$ cat config.mk
export PLATFORM = sky130hd
export DESIGN_NAME = led_pio_blink
export DESIGN_NICKNAME = d
export VERILOG_FILES = /design/src/rtl/led_pio_pkg.sv /design/src/rtl/blink_prescaler.sv /design/src/rtl/led_pio_blink.sv
export SDC_FILE = /design/constraint.sdc
export NUM_CORES = 1
export LEC_CHECK = 0
export ABC_AREA = 1
export CAP_MARGIN = 10
export CORE_MARGIN = 2
export CORE_UTILIZATION = 40
export DETAILED_ROUTE_END_ITERATION = 8
export PLACE_DENSITY = 0.75
export SYNTH_ARGS = -nofsm -noshare
export SYNTH_HDL_FRONTEND = slang
export SYNTH_SLANG_ARGS = --single-unit
$ cat constraint.sdc
create_clock -name clk -period 2.35 [get_ports clk]
set_input_delay 0.47 -clock clk [delete_from_list [all_inputs] [get_ports clk]]
set_output_delay 0.47 -clock clk [all_outputs]
set_load 0.02 [all_outputs]
$ cat src/rtl/led_pio_pkg.sv
// Register map shared by the LED PIO top and its testbench.
package led_pio_pkg;
  localparam int ADDR_W = 3;
  localparam logic [ADDR_W-1:0] ADDR_DATA   = 3'd0;
  localparam logic [ADDR_W-1:0] ADDR_MODE   = 3'd1;
  localparam logic [ADDR_W-1:0] ADDR_PERIOD = 3'd2;
  localparam logic [ADDR_W-1:0] ADDR_PHASE  = 3'd3;
  localparam logic [ADDR_W-1:0] ADDR_SET    = 3'd4;
  localparam logic [ADDR_W-1:0] ADDR_CLEAR  = 3'd5;
endpackage

$ cat src/rtl/blink_prescaler.sv
// Blink timebase: phase toggles every period+1 clocks; a period write restarts the on-phase.
module blink_prescaler #(
  parameter int               CNT_W        = 24,
  parameter logic [CNT_W-1:0] RESET_PERIOD = CNT_W'(2500000)
) (
  input  logic             clk,
  input  logic             reset_n,
  input  logic             period_wr,
  input  logic [CNT_W-1:0] period_in,
  output logic [CNT_W-1:0] period,
  output logic             phase
);
  logic [CNT_W-1:0] cnt;

  always_ff @(posedge clk) begin
    if (!reset_n) begin
      period <= RESET_PERIOD;
      cnt    <= '0;
      phase  <= 1'b1;
    end else if (period_wr) begin
      // restarting here also covers a new period below the running count
      period <= period_in;
      cnt    <= '0;
      phase  <= 1'b1;
    end else if (period == '0) begin
      cnt   <= '0;
      phase <= 1'b1;
    end else if (cnt == period) begin
      cnt   <= '0;
      phase <= ~phase;
    end else begin
      cnt <= cnt + 1'b1;
    end
  end
endmodule

$ cat src/rtl/led_pio_blink.sv
// Avalon-MM LED output port with set/clear, per-bit blink and programmable blink period.
module led_pio_blink
  import led_pio_pkg::*;
#(
  parameter int               WIDTH        = 9,
  parameter int               CNT_W        = 24,
  parameter logic [WIDTH-1:0] RESET_VALUE  = '0,
  parameter logic [CNT_W-1:0] RESET_PERIOD = CNT_W'(2500000)
) (
  input  logic              clk,
  input  logic              reset_n,
  input  logic [ADDR_W-1:0] address,
  input  logic              chipselect,
  input  logic              write_n,
  input  logic [31:0]       writedata,
  output logic [31:0]       readdata,
  output logic [WIDTH-1:0]  out_port
);
  logic [WIDTH-1:0] data, mode;
  logic [CNT_W-1:0] period;
  logic             phase;
  logic             wr_en;
  logic             unused_wdata;

  assign wr_en        = chipselect & ~write_n;
  assign unused_wdata = ^{writedata, 1'b0};

  always_ff @(posedge clk) begin
    if (!reset_n) begin
      data <= RESET_VALUE;
      mode <= '0;
    end else if (wr_en) begin
      case (address)
        ADDR_DATA:  data <= writedata[WIDTH-1:0];
        ADDR_MODE:  mode <= writedata[WIDTH-1:0];
        ADDR_SET:   data <= data | writedata[WIDTH-1:0];
        ADDR_CLEAR: data <= data & ~writedata[WIDTH-1:0];
        default: ;
      endcase
    end
  end

  blink_prescaler #(
    .CNT_W       (CNT_W),
    .RESET_PERIOD(RESET_PERIOD)
  ) u_presc (
    .clk      (clk),
    .reset_n  (reset_n),
    .period_wr(wr_en && (address == ADDR_PERIOD)),
    .period_in(writedata[CNT_W-1:0]),
    .period   (period),
    .phase    (phase)
  );

  always_comb begin
    readdata = '0;
    case (address)
      ADDR_DATA:   readdata[WIDTH-1:0] = data;
      ADDR_MODE:   readdata[WIDTH-1:0] = mode;
      ADDR_PERIOD: readdata[CNT_W-1:0] = period;
      ADDR_PHASE:  readdata[0]         = phase;
      default: ;
    endcase
  end

  // static bits pass data through; blink bits are gated by the shared phase
  assign out_port = data & (~mode | {WIDTH{phase}});
endmodule

; Word-level counts from Yosys, hierarchy flattened
; Cells that the tools add are included.
[op_classes]
n_addsub = 1
n_eq_ne = 6
n_bitwise = 10
muxes = 4
reduce_logical = 8
[op_table]
columns = operator, count
row1 = case mux 9 bit (3 select lines), 1
row2 = adder 24 x 1 -> 24 bit (second input constant), 1
row3 = equality test 24 bit, 1
row4 = logical NOT 24 bit, 1
row5 = case mux 8 bit (3 select lines), 1
row6 = AND 9 bit, 2
row7 = NOT 9 bit, 2
row8 = bitwise OR 9 bit, 2
row9 = 2-to-1 mux 15 bit, 1
row10 = equality test 3 x 2 -> 1 bit (second input constant), 2
row11 = equality test 3 bit (second input constant), 2
row12 = case mux 1 bit (4 select lines), 1
row13 = AND reduction 2 bit, 2
row14 = OR reduction 4 bit, 1
row15 = equality test 3 x 1 -> 1 bit (second input constant), 1
row16 = logical NOT 3 bit, 1
row17 = NOT 1 bit, 3
row18 = nonzero test 3 bit, 1
row19 = OR reduction 3 bit, 1
row20 = AND 1 bit, 1
row21 = logical AND 1 bit, 1
[totals]
out_inout_bits = 41
input_bits = 39
reg_bits = 67
wordCells = 34

; Logic depth before layout (Yosys ltp)
; Gate-level depths: netlist of run 1.
[logic_depth]
word_depth = 4
mapped_depth = 10
depth_no_buf = 9

; By module
; Synthesis of run 1 repeated with hierarchy kept, for this count alone.
[hier_totals]
cells_unflattened = 582
hier_area_um2 = 3734.8
[by_module_without_submodules]
columns = module, area_each_um2, cells_each, seq_area_each_um2, n_inst
row1 = blink_prescaler, 2509.9, 380, 980.9, 1
row2 = led_pio_blink, 1224.9, 202, 360.3, 1

; Least setup slack after synthesis of run 1
; Ideal clock, no wire load.
[synth_timing]
path_type = input to output
start = input port address[0]
end = output port readdata[0]
path_stages = 4
path_slack_ps = 596
arrival_ps = 1284
required_time_ps = 1880
path_buffers = 1
path_cell_list = inv_2 nand3_2 buf_2 o2111ai_1
[synth_between]
elab_chain_cells = 2
elab_cells_between_ends = 5
classes_between = eq/ne (3) / mux (1) / reduce/logical (1)
[synth_rtl]
columns = element, line_no
row1 = "start, declared", led_pio_blink.sv:12  ; input logic [ADDR_W-1:0] address,
row2 = equality test 3 x 2 -> 1 bit (tied with other cells), led_pio_blink.sv:57  ; case (address)
row3 = case mux 1 bit (4 select lines) *, led_pio_blink.sv:57
row4 = "end, declared", led_pio_blink.sv:16  ; output logic [31:0] readdata,
; Every way passes the cells marked *; elsewhere a longest branch is shown, timed or not.

; Worst setup path after layout of run 1
[layout_timing]
start = input port address[0]
end = output port readdata[18]
[layout_between]
elab_chain_cells = 2
[layout_rtl]
columns = element, line_no
row1 = equality test 3 x 2 -> 1 bit, led_pio_blink.sv:57
row2 = 2-to-1 mux 15 bit, led_pio_blink.sv:57
; No other way between the ends.

==> results.yml, run 1 <==
timing:
  rsz0062_at_grt: "no"
  hold_violations: 0
  max_slew_margin_pct: 64.2
  worst_slew_pin_slew_ps: 536
  setup_viol: 0
  drv_slew: 0
  fmax_mhz: 438
  finClkSkew_ps: 12.7
  timing.final.crit_period_ps: 2290
  fin_crit_sh_pct: 97.2
cells_and_area:
  final_area_mm2: 0.00455
  mostFrequentLayoutCells: "148 x nand2_1, 87 x nor2_1, 67 x dfxtp_1, 65 x inv_1, 37 x clkdlybuf4s50_1"
  nNetsFinal: 665
  final_common_cell: "nand2_1"
  n_fill_cell: 860
  post-route-util_pct: 52.2
  n_antenna_cell: 0
  drive_gt1_share_pct: 11.7
  syn_to_final_growth_pct: 26.1
  final_cells: 738
yosys:
  netlist_instances: 547
  synth_area_mm2: 0.00361
  syn_area_per_cell_um2: 6.60
  synth_seq_cells: 67
  yosysUniqueCellTypes: 34
  yosysWarnings: 0
  ys_seq_area_share_pct: 37.1
cts:
  hold_buffers: 0
  worstSkewPairLatency_ps: 360
  cts_root_buf: "clkbuf_8"
  cts_tree: "built"
  clkTransAtPathRegs_ps: 80
  cts.htree.levels: 3
  cts_sinks: 67
  cts_buffers: 9
  clockBufferDepth: 2
run:
  maxCapViolCount: 0
place:
  dp_cells: 722
  gp_congestion: 0.877
  portBuffers: 63
  place_area_mm2: 0.00442
  dpl.hpwl_um: 7340
detailed_routing:
  drt_wl_total_um: 9730
  viasPerCell: 4.96
  avgRoutedWirePerCell_um: 13.2
  antenna_left: 0
  drc: 0
  drtIter0Drc: 153
  drt_pass1_iterations: 5
  routed-via-count: 3664
pwr:
  ir_worst_vdd_mv: 0.261
  power.density_mw_per_mm2: 552
  leakagePower_nw: 1.86
floorplanning:
  rows: 34
  die_w_um: 99.0
  design.portCount: 80
  coreArea_mm2: 0.00872
  die_area_mm2: 0.00981
  die_y_um: 99.0
  start_util_pct: 41.4
worst_setup_path:
  critical_path.startpoint_type: "primary input"
  path_max_fanout: 11
  reg2reg_slack_ps: 590
  crit_arrival_ps: 1820
  setup.worst_path.end_class: "primary output"
  crit_type: "in2out"
  worstPathRequired_ps: 1880
worst_hold_path:
  hold_class: "reg2reg"
status:
  status: "finished clean"
grt:
  grt.busiest_layer: "met2"
  grt_overflow: 0
  grt_max_degree: 34
  antenna_found_initial: 0
  grt_pass1_wl_um: 16100
  met3_usage_pct: 4.40
  grt_usage_pct: 20.4
  use_met2_pct: 36.8
  grt_pass1_vias: 3535
  grt_use_met1_pct: 23.8
-- power by group --
part | leakage (nW) | internal, mW | total (mW) | switching, mW
Combinational | 1.21 | 0.109 | 0.256 | 0.147
Sequential | 0.542 | 1.15 | 1.17 | 0.0139
Clock | 0.106 | 0.604 | 1.09 | 0.486
-- registers in the layout, summed over array words and instances, names as in the netlist --
register	flops
u_presc.phase	1
u_presc.period	24
data	9
mode	9
u_presc.cnt	24
-- critical path: stages --
cell,delay (ps)
clkdlybuf4s50_1,440
inv_2,130
nand3_4,160
buf_4,200
nor2_1,90
clkdlybuf4s15_1,320
-- layer usage --
layer	vias to the layer above	part of all wire (%)	routed length, µm
li1	1873	-	-
met4	0	1.7	167
met3	15	5.3	513
met1	1673	43	4150
met2	103	50	4900
met5	-	0	0
-- timing repair --
action	CTS	global route
hold endpoints to repair	0	0
resized for setup	59	31
setup buffers	0	0
endpoints found under the setup margin	33	22
-- stage by stage --
| step | TNS, ps | setup slack, ps | hold WS [ps] | total power, mW |
|---|---|---|---|---|
| final | 0 | 64.9 | 464 | 2.51 |
| after global routing | 0 | 0.501 | 487 | 2.61 |
| after CTS | 0 | 1.42 | 467 | 2.53 |
| after detailed placement | -12060 | -501 | 454 | 1.46 |
| after global placement | -10380 | -442 | 447 | 1.45 |
| after floorplan | 0 | 596 | 439 | 1.33 |
-- layout make-up --
type	instances	area (µm²)	area share, %
multi-input cells	394	1900	41.8
inverters	73	275	6.04
clock inverters	7	101	2.23
clock buffers	9	124	2.72
repair buffers	80	674	14.8
well taps	108	135	2.97
flip-flops and latches	67	1340	29.5
-- final timing paths --
| path | startpoint | end | depth (start not counted) |
|---|---|---|---|
| worst max-delay path | address[0] | readdata[18] | 6 |
| worst min-delay path | data[8]$_SDFFE_PN0P_ | data[8]$_SDFFE_PN0P_ | 2 |
| worst max register to register | u_presc.cnt[0]$_SDFF_PP0_ | u_presc.cnt[18]$_SDFF_PP0_ | 9 |
| worst min register to register | data[8]$_SDFFE_PN0P_ | data[8]$_SDFFE_PN0P_ | 2 |
-- cells in the mapped netlist, drive strengths merged --
master	count	area (µm²)
a21boi	1	7.51
a21oi	35	175
buf	15	108
clkbuf	5	20.0
clkinv	2	7.51
conb	1	3.75
dfxtp	67	1340
ha	1	12.5
inv	71	267
nand2	151	574
nand3	18	108
nand3b	1	7.51
nand4	9	56.3
nor2	92	373
nor3	9	83.8
o2111ai	1	8.76
o211ai	8	60.1
o21ai	33	165
o21bai	1	7.51
o221ai	8	70.1
o31ai	1	7.51
xnor2	1	8.76
xor2	16	140
-- kinds of logic (layout without fill, tap and decap cells) --
group / after synthesis / count (layout) / share of synthesized area [%]
simple gates: 280 / 280 / 33.3
buf+inv: 93 / 169 / 11.1
compound gates: 88 / 88 / 13.9
flops: 67 / 67 / 37.1
xor+xnor: 17 / 17 / 4.12
fa+ha+maj: 1 / 1 / 0.346
other cells: 1 / 8 / 0.104
Note: power is estimated with default switching activity, not from simulation.
==> run 2: changes to the inputs <==
--- a/config.mk
+++ b/config.mk
@@ -7,10 +7,12 @@
 export LEC_CHECK = 0
 export ABC_AREA = 1
 export CAP_MARGIN = 10
+export CORE_ASPECT_RATIO = 0.75
 export CORE_MARGIN = 2
 export CORE_UTILIZATION = 40
 export DETAILED_ROUTE_END_ITERATION = 8
 export PLACE_DENSITY = 0.75
+export RECOVER_POWER = 25
 export SYNTH_ARGS = -nofsm -noshare
 export SYNTH_HDL_FRONTEND = slang
 export SYNTH_SLANG_ARGS = --single-unit
==> run 2 against run 1 <==
Effect of this change:
- sequential power about the same
- total power increased by 14%
- combinational power increased by 4%
- setup slack improved by 27 ps
- global-route usage is 2.2 points higher
- design area rose by 3.2%
- first-iteration DRC count rose by 130%
- non-clock buffer count rose by 5
- sequential share of layout area decreased by 0.90 points
- clock skew shrank 8.3 ps
- highest routed layer unchanged
==> results.yml, run 2 (same netlist as run 1, synthesis figures left out) <==
place:
  portBuffers: 63
  gp_congestion: 0.881
  dpl.hpwl_um: 7880
  dp_slack_ps: -396
timing:
  timing.final.crit_period_ps: 2260
  fin_crit_sh_pct: 96.1
  rsz0062_at_grt: "no"
  setup-tns-final_ps: 0
  setup_viol: 0
  finClkSkew_ps: 4.39
  fmax_mhz: 443
  hold_violations: 0
  drv_slew: 0
  layout_setup_ws_ps: 92.4
cts:
  cts_sinks: 67
  clockBufferDepth: 2
  worstSkewPairLatency_ps: 330
  cts.htree.levels: 3
  cts_buffers: 9
  clkTransAtPathRegs_ps: 60
  hold_buffers: 0
  cts_tree: "built"
  cts_root_buf: "clkbuf_16"
detailed_routing:
  wl_met1_um: 4940
  drc: 0
  wl_met3_um: 957
  drt_pass1_iterations: 6
  viasPerCell: 5.06
  drtIter0Drc: 348
  routed-via-count: 3757
  top_layer: "met4"
  antenna_left: 0
  met2_length_um: 4520
  drt_wl_total_um: 10500
  avgRoutedWirePerCell_um: 14.2
cells_and_area:
  n_antenna_cell: 0
  final_common_cell: "nand2_1"
  syn_to_final_growth_pct: 30.1
  nNetsFinal: 670
  drive_gt1_share_pct: 11.3
  post-route-util_pct: 54.6
  mostFrequentLayoutCells: "149 x nand2_1, 86 x nor2_1, 67 x dfxtp_1, 66 x inv_1, 37 x clkdlybuf4s50_1"
  top_regs: "u_presc.cnt (24), u_presc.period (24)"
grt:
  antenna_found_initial: 0
  grt_overflow: 0
  grt_max_degree: 34
  grt_pass1_vias: 3588
  grt_usage_pct: 22.6
  grt_pass1_wl_um: 17300
floorplanning:
  die_w_um: 114
  die_y_um: 86.3
  coreArea_mm2: 0.00860
  design.portCount: 80
  start_util_pct: 42.0
  rows: 29
  die_area_mm2: 0.00981
worst_setup_path:
  cpMaxStageDelayCell: "clkdlybuf4s50_1"
  cp_cell_sequence: "clkinv_2, a21oi_1, clkdlybuf4s50_1"
  setup.worst_path.end_class: "primary output"
  worstPathRequired_ps: 1880
  crit_type: "reg2out"
  critical_path.startpoint_type: "register"
  crit_arrival_ps: 1790
  path_max_fanout: 10
  cpPeakStageDelay_ps: 640
status:
  status: "finished clean"
pwr:
  ir_worst_vdd_mv: 0.359
  power.density_mw_per_mm2: 607
  leakagePower_nw: 1.94
run:
  maxCapViolCount: 0
worst_hold_path:
  hold_class: "reg2reg"
[run 2: repair_timing]
item / CTS / global route
endpoints found under the hold margin: 0 / 0
resized for setup: 67 / 23
endpoints found under the setup margin: 33 / 20
buffers inserted: 0 / 2
[run 2: layout make-up]
type,count,area (µm²)
Multi-Input combinational cell,394,1900
Timing Repair Buffer,85,734
Fill cell,852,3900
Clock buffer,10,229
Clock inverter,6,80.1
Sequential cell,67,1340
Inverter,73,275
Tap cell,108,135
[run 2: report_power, final]
group          internal, mW  total (mW)  switching, mW
sequential             1.16        1.17         0.0144
clock                 0.921        1.42          0.496
combinational         0.115       0.266          0.151
total                  2.19        2.85          0.662
[run 2: metal layers]
| metal | GRT usage, % | vias up |
|---|---|---|
| li1 | - | 1892 |
| met1 | 31.4 | 1708 |
| met2 | 34.8 | 147 |
| met3 | 5.87 | 10 |
| met4 | 6.54 | 0 |
| met5 | 0 | - |
[run 2: worst paths after layout]
kind	slack, ps	cells after the start	from	to
min	460	2	data[5]$_SDFFE_PN0P_	data[5]$_SDFFE_PN0P_
max reg2reg	500	8	u_presc.cnt[0]$_SDFF_PP0_	u_presc.cnt[18]$_SDFF_PP0_
max	90	3	u_presc.phase$_SDFFE_PP1N_	out_port[3]
min reg2reg	460	2	data[5]$_SDFFE_PN0P_	data[5]$_SDFFE_PN0P_
[run 2: per-stage QoR]
step	power (mW)	hold WS (ps)	area [µm²]	std cells
floorplan	1.33	439	3640	554
global placement	1.46	448	4450	725
detailed placement	1.46	455	4450	725
CTS	2.85	463	4710	741
global route	2.95	481	4700	743
finish	2.85	463	4700	743
[run 2: critical path: cells and delay by family, from the launching register on]
kind | cells | cell delay (ps)
AOI/OAI and AO/OA | 1 | 210
buffers and inverters | 2 | 850
DFF | 1 | 400
==> run 3: changes to the inputs <==
--- a/config.mk
+++ b/config.mk
@@ -10,6 +10,7 @@
 export CORE_ASPECT_RATIO = 0.75
 export CORE_MARGIN = 2
 export CORE_UTILIZATION = 40
+export CTS_BUF_LIST = sky130_fd_sc_hd__clkbuf_16
 export DETAILED_ROUTE_END_ITERATION = 8
 export PLACE_DENSITY = 0.75
 export RECOVER_POWER = 25
==> run 3 against run 2 <==
Effect of this change:
- critical path depth unchanged
- total power down 0.24%
- design area unchanged
- register-to-register slack about the same
- wire length down 0.38%
- via count up 0.19%
- sequential power about the same
- non-clock buffer count unchanged
- clock skew about the same
- clock-buffer cell count down 1
- critical path type unchanged
==> results.yml, run 3 (same netlist as run 1, synthesis figures left out) <==
place:
  dp_slack_ps: -396
  dpl.hpwl_um: 7880
  gp_congestion: 0.881
  place_area_mm2: 0.00445
  dp_cells: 725
  portBuffers: 63
cells_and_area:
  nNetsFinal: 670
  n_antenna_cell: 0
  post-route-util_pct: 54.6
  final_area_mm2: 0.00470
  final_cells: 743
  mostFrequentLayoutCells: "149 x nand2_1, 86 x nor2_1, 67 x inv_1, 67 x dfxtp_1, 37 x clkdlybuf4s50_1"
  top_regs: "u_presc.cnt (24), u_presc.period (24)"
  final_common_cell: "nand2_1"
  syn_to_final_growth_pct: 30.1
  drive_gt1_share_pct: 11.3
grt:
  grt_pass1_wl_um: 17300
  grt_max_degree: 34
  grt_pass1_vias: 3588
  grt_usage_pct: 22.6
  antenna_found_initial: 0
  grt_overflow: 0
timing:
  drv_slew: 0
  setup_viol: 0
  fmax_mhz: 443
  rsz0062_at_grt: "no"
  finClkSkew_ps: 3.96
  hold_violations: 0
  whs_ps: 465
  fin_crit_sh_pct: 96.0
  setup-tns-final_ps: 0
  timing.final.crit_period_ps: 2260
  layout_setup_ws_ps: 93.1
cts:
  worstSkewPairLatency_ps: 330
  clkTransAtPathRegs_ps: 60
  cts_tree: "built"
  clockBufferDepth: 2
  cts_sinks: 67
  cts_buffers: 9
  cts_root_buf: "clkbuf_16"
  cts.htree.levels: 3
detailed_routing:
  antenna_left: 0
  drc: 0
  met2_length_um: 4510
  top_layer: "met4"
  drt_wl_total_um: 10500
  routed-via-count: 3764
  avgRoutedWirePerCell_um: 14.1
  drt_pass1_iterations: 5
  wl_met3_um: 907
  drtIter0Drc: 347
  wl_met1_um: 4960
  viasPerCell: 5.07
floorplanning:
  die_w_um: 114
  design.portCount: 80
  die_y_um: 86.3
  die_area_mm2: 0.00981
  coreArea_mm2: 0.00860
  start_util_pct: 42.0
  rows: 29
worst_setup_path:
  path_max_fanout: 10
  crit_type: "reg2out"
  cp_cell_sequence: "clkinv_2, a21oi_1, clkdlybuf4s50_1"
  crit_arrival_ps: 1790
  critical_path.startpoint_type: "register"
  cpMaxStageDelayCell: "clkdlybuf4s50_1"
  worstPathRequired_ps: 1880
  cpPeakStageDelay_ps: 640
  setup.worst_path.end_class: "primary output"
worst_hold_path:
  hold_class: "reg2reg"
run:
  maxCapViolCount: 0
pwr:
  leakagePower_nw: 1.94
  finalPower_mw: 2.85
  power.density_mw_per_mm2: 606
  ir_worst_vdd_mv: 0.359
status:
  status: "finished clean"
run 3: cell types whose count changed in the layout (fill, tap and decap cells not counted), sizes merged:
cell / change
clkbuf: -1
inv: +1
run 3: final timing paths:
check | from | slack [ps] | to | cells past startpoint
min reg2reg | data[5]$_SDFFE_PN0P_ | 460 | data[5]$_SDFFE_PN0P_ | 2
max reg2reg | u_presc.cnt[0]$_SDFF_PP0_ | 490 | u_presc.cnt[18]$_SDFF_PP0_ | 8
max | u_presc.phase$_SDFFE_PP1N_ | 90 | out_port[3] | 3
min | data[5]$_SDFFE_PN0P_ | 460 | data[5]$_SDFFE_PN0P_ | 2
run 3: layout make-up:
class                   instances  area, µm²
flip-flops and latches         67       1340
clock inverters                 7       83.8
multi-input cells             394       1900
inverters                      73        275
well taps                     108        135
repair buffers                 85        734
clock buffers                   9        225
fillers                       852       3900
run 3: power breakdown:
part           switching [mW]  internal (mW)
Clock                   0.494          0.916
Combinational           0.151          0.115
Sequential             0.0143           1.16
Total                   0.659           2.19
run 3: repair_timing:
action                                  CTS  global route
endpoints found under the setup margin   33            20
gates resized for setup                  67            23
hold buffers                              0             0
cloned                                    0             0
setup buffers                             0             2
run 3: per-layer routing:
layer  up-vias  global-route usage, %
li1       1889                      -
met1      1714                   31.4
met2       151                   34.8
met3        10                   5.87
met4         0                   6.54
met5         -                      0
run 3: critical path: cells and delay by family, from the launching register on:
family	cells	cell delay (ps)
flip-flops	1	400
buffers and inverters	2	840
AO/OA/AOI/OAI	1	200
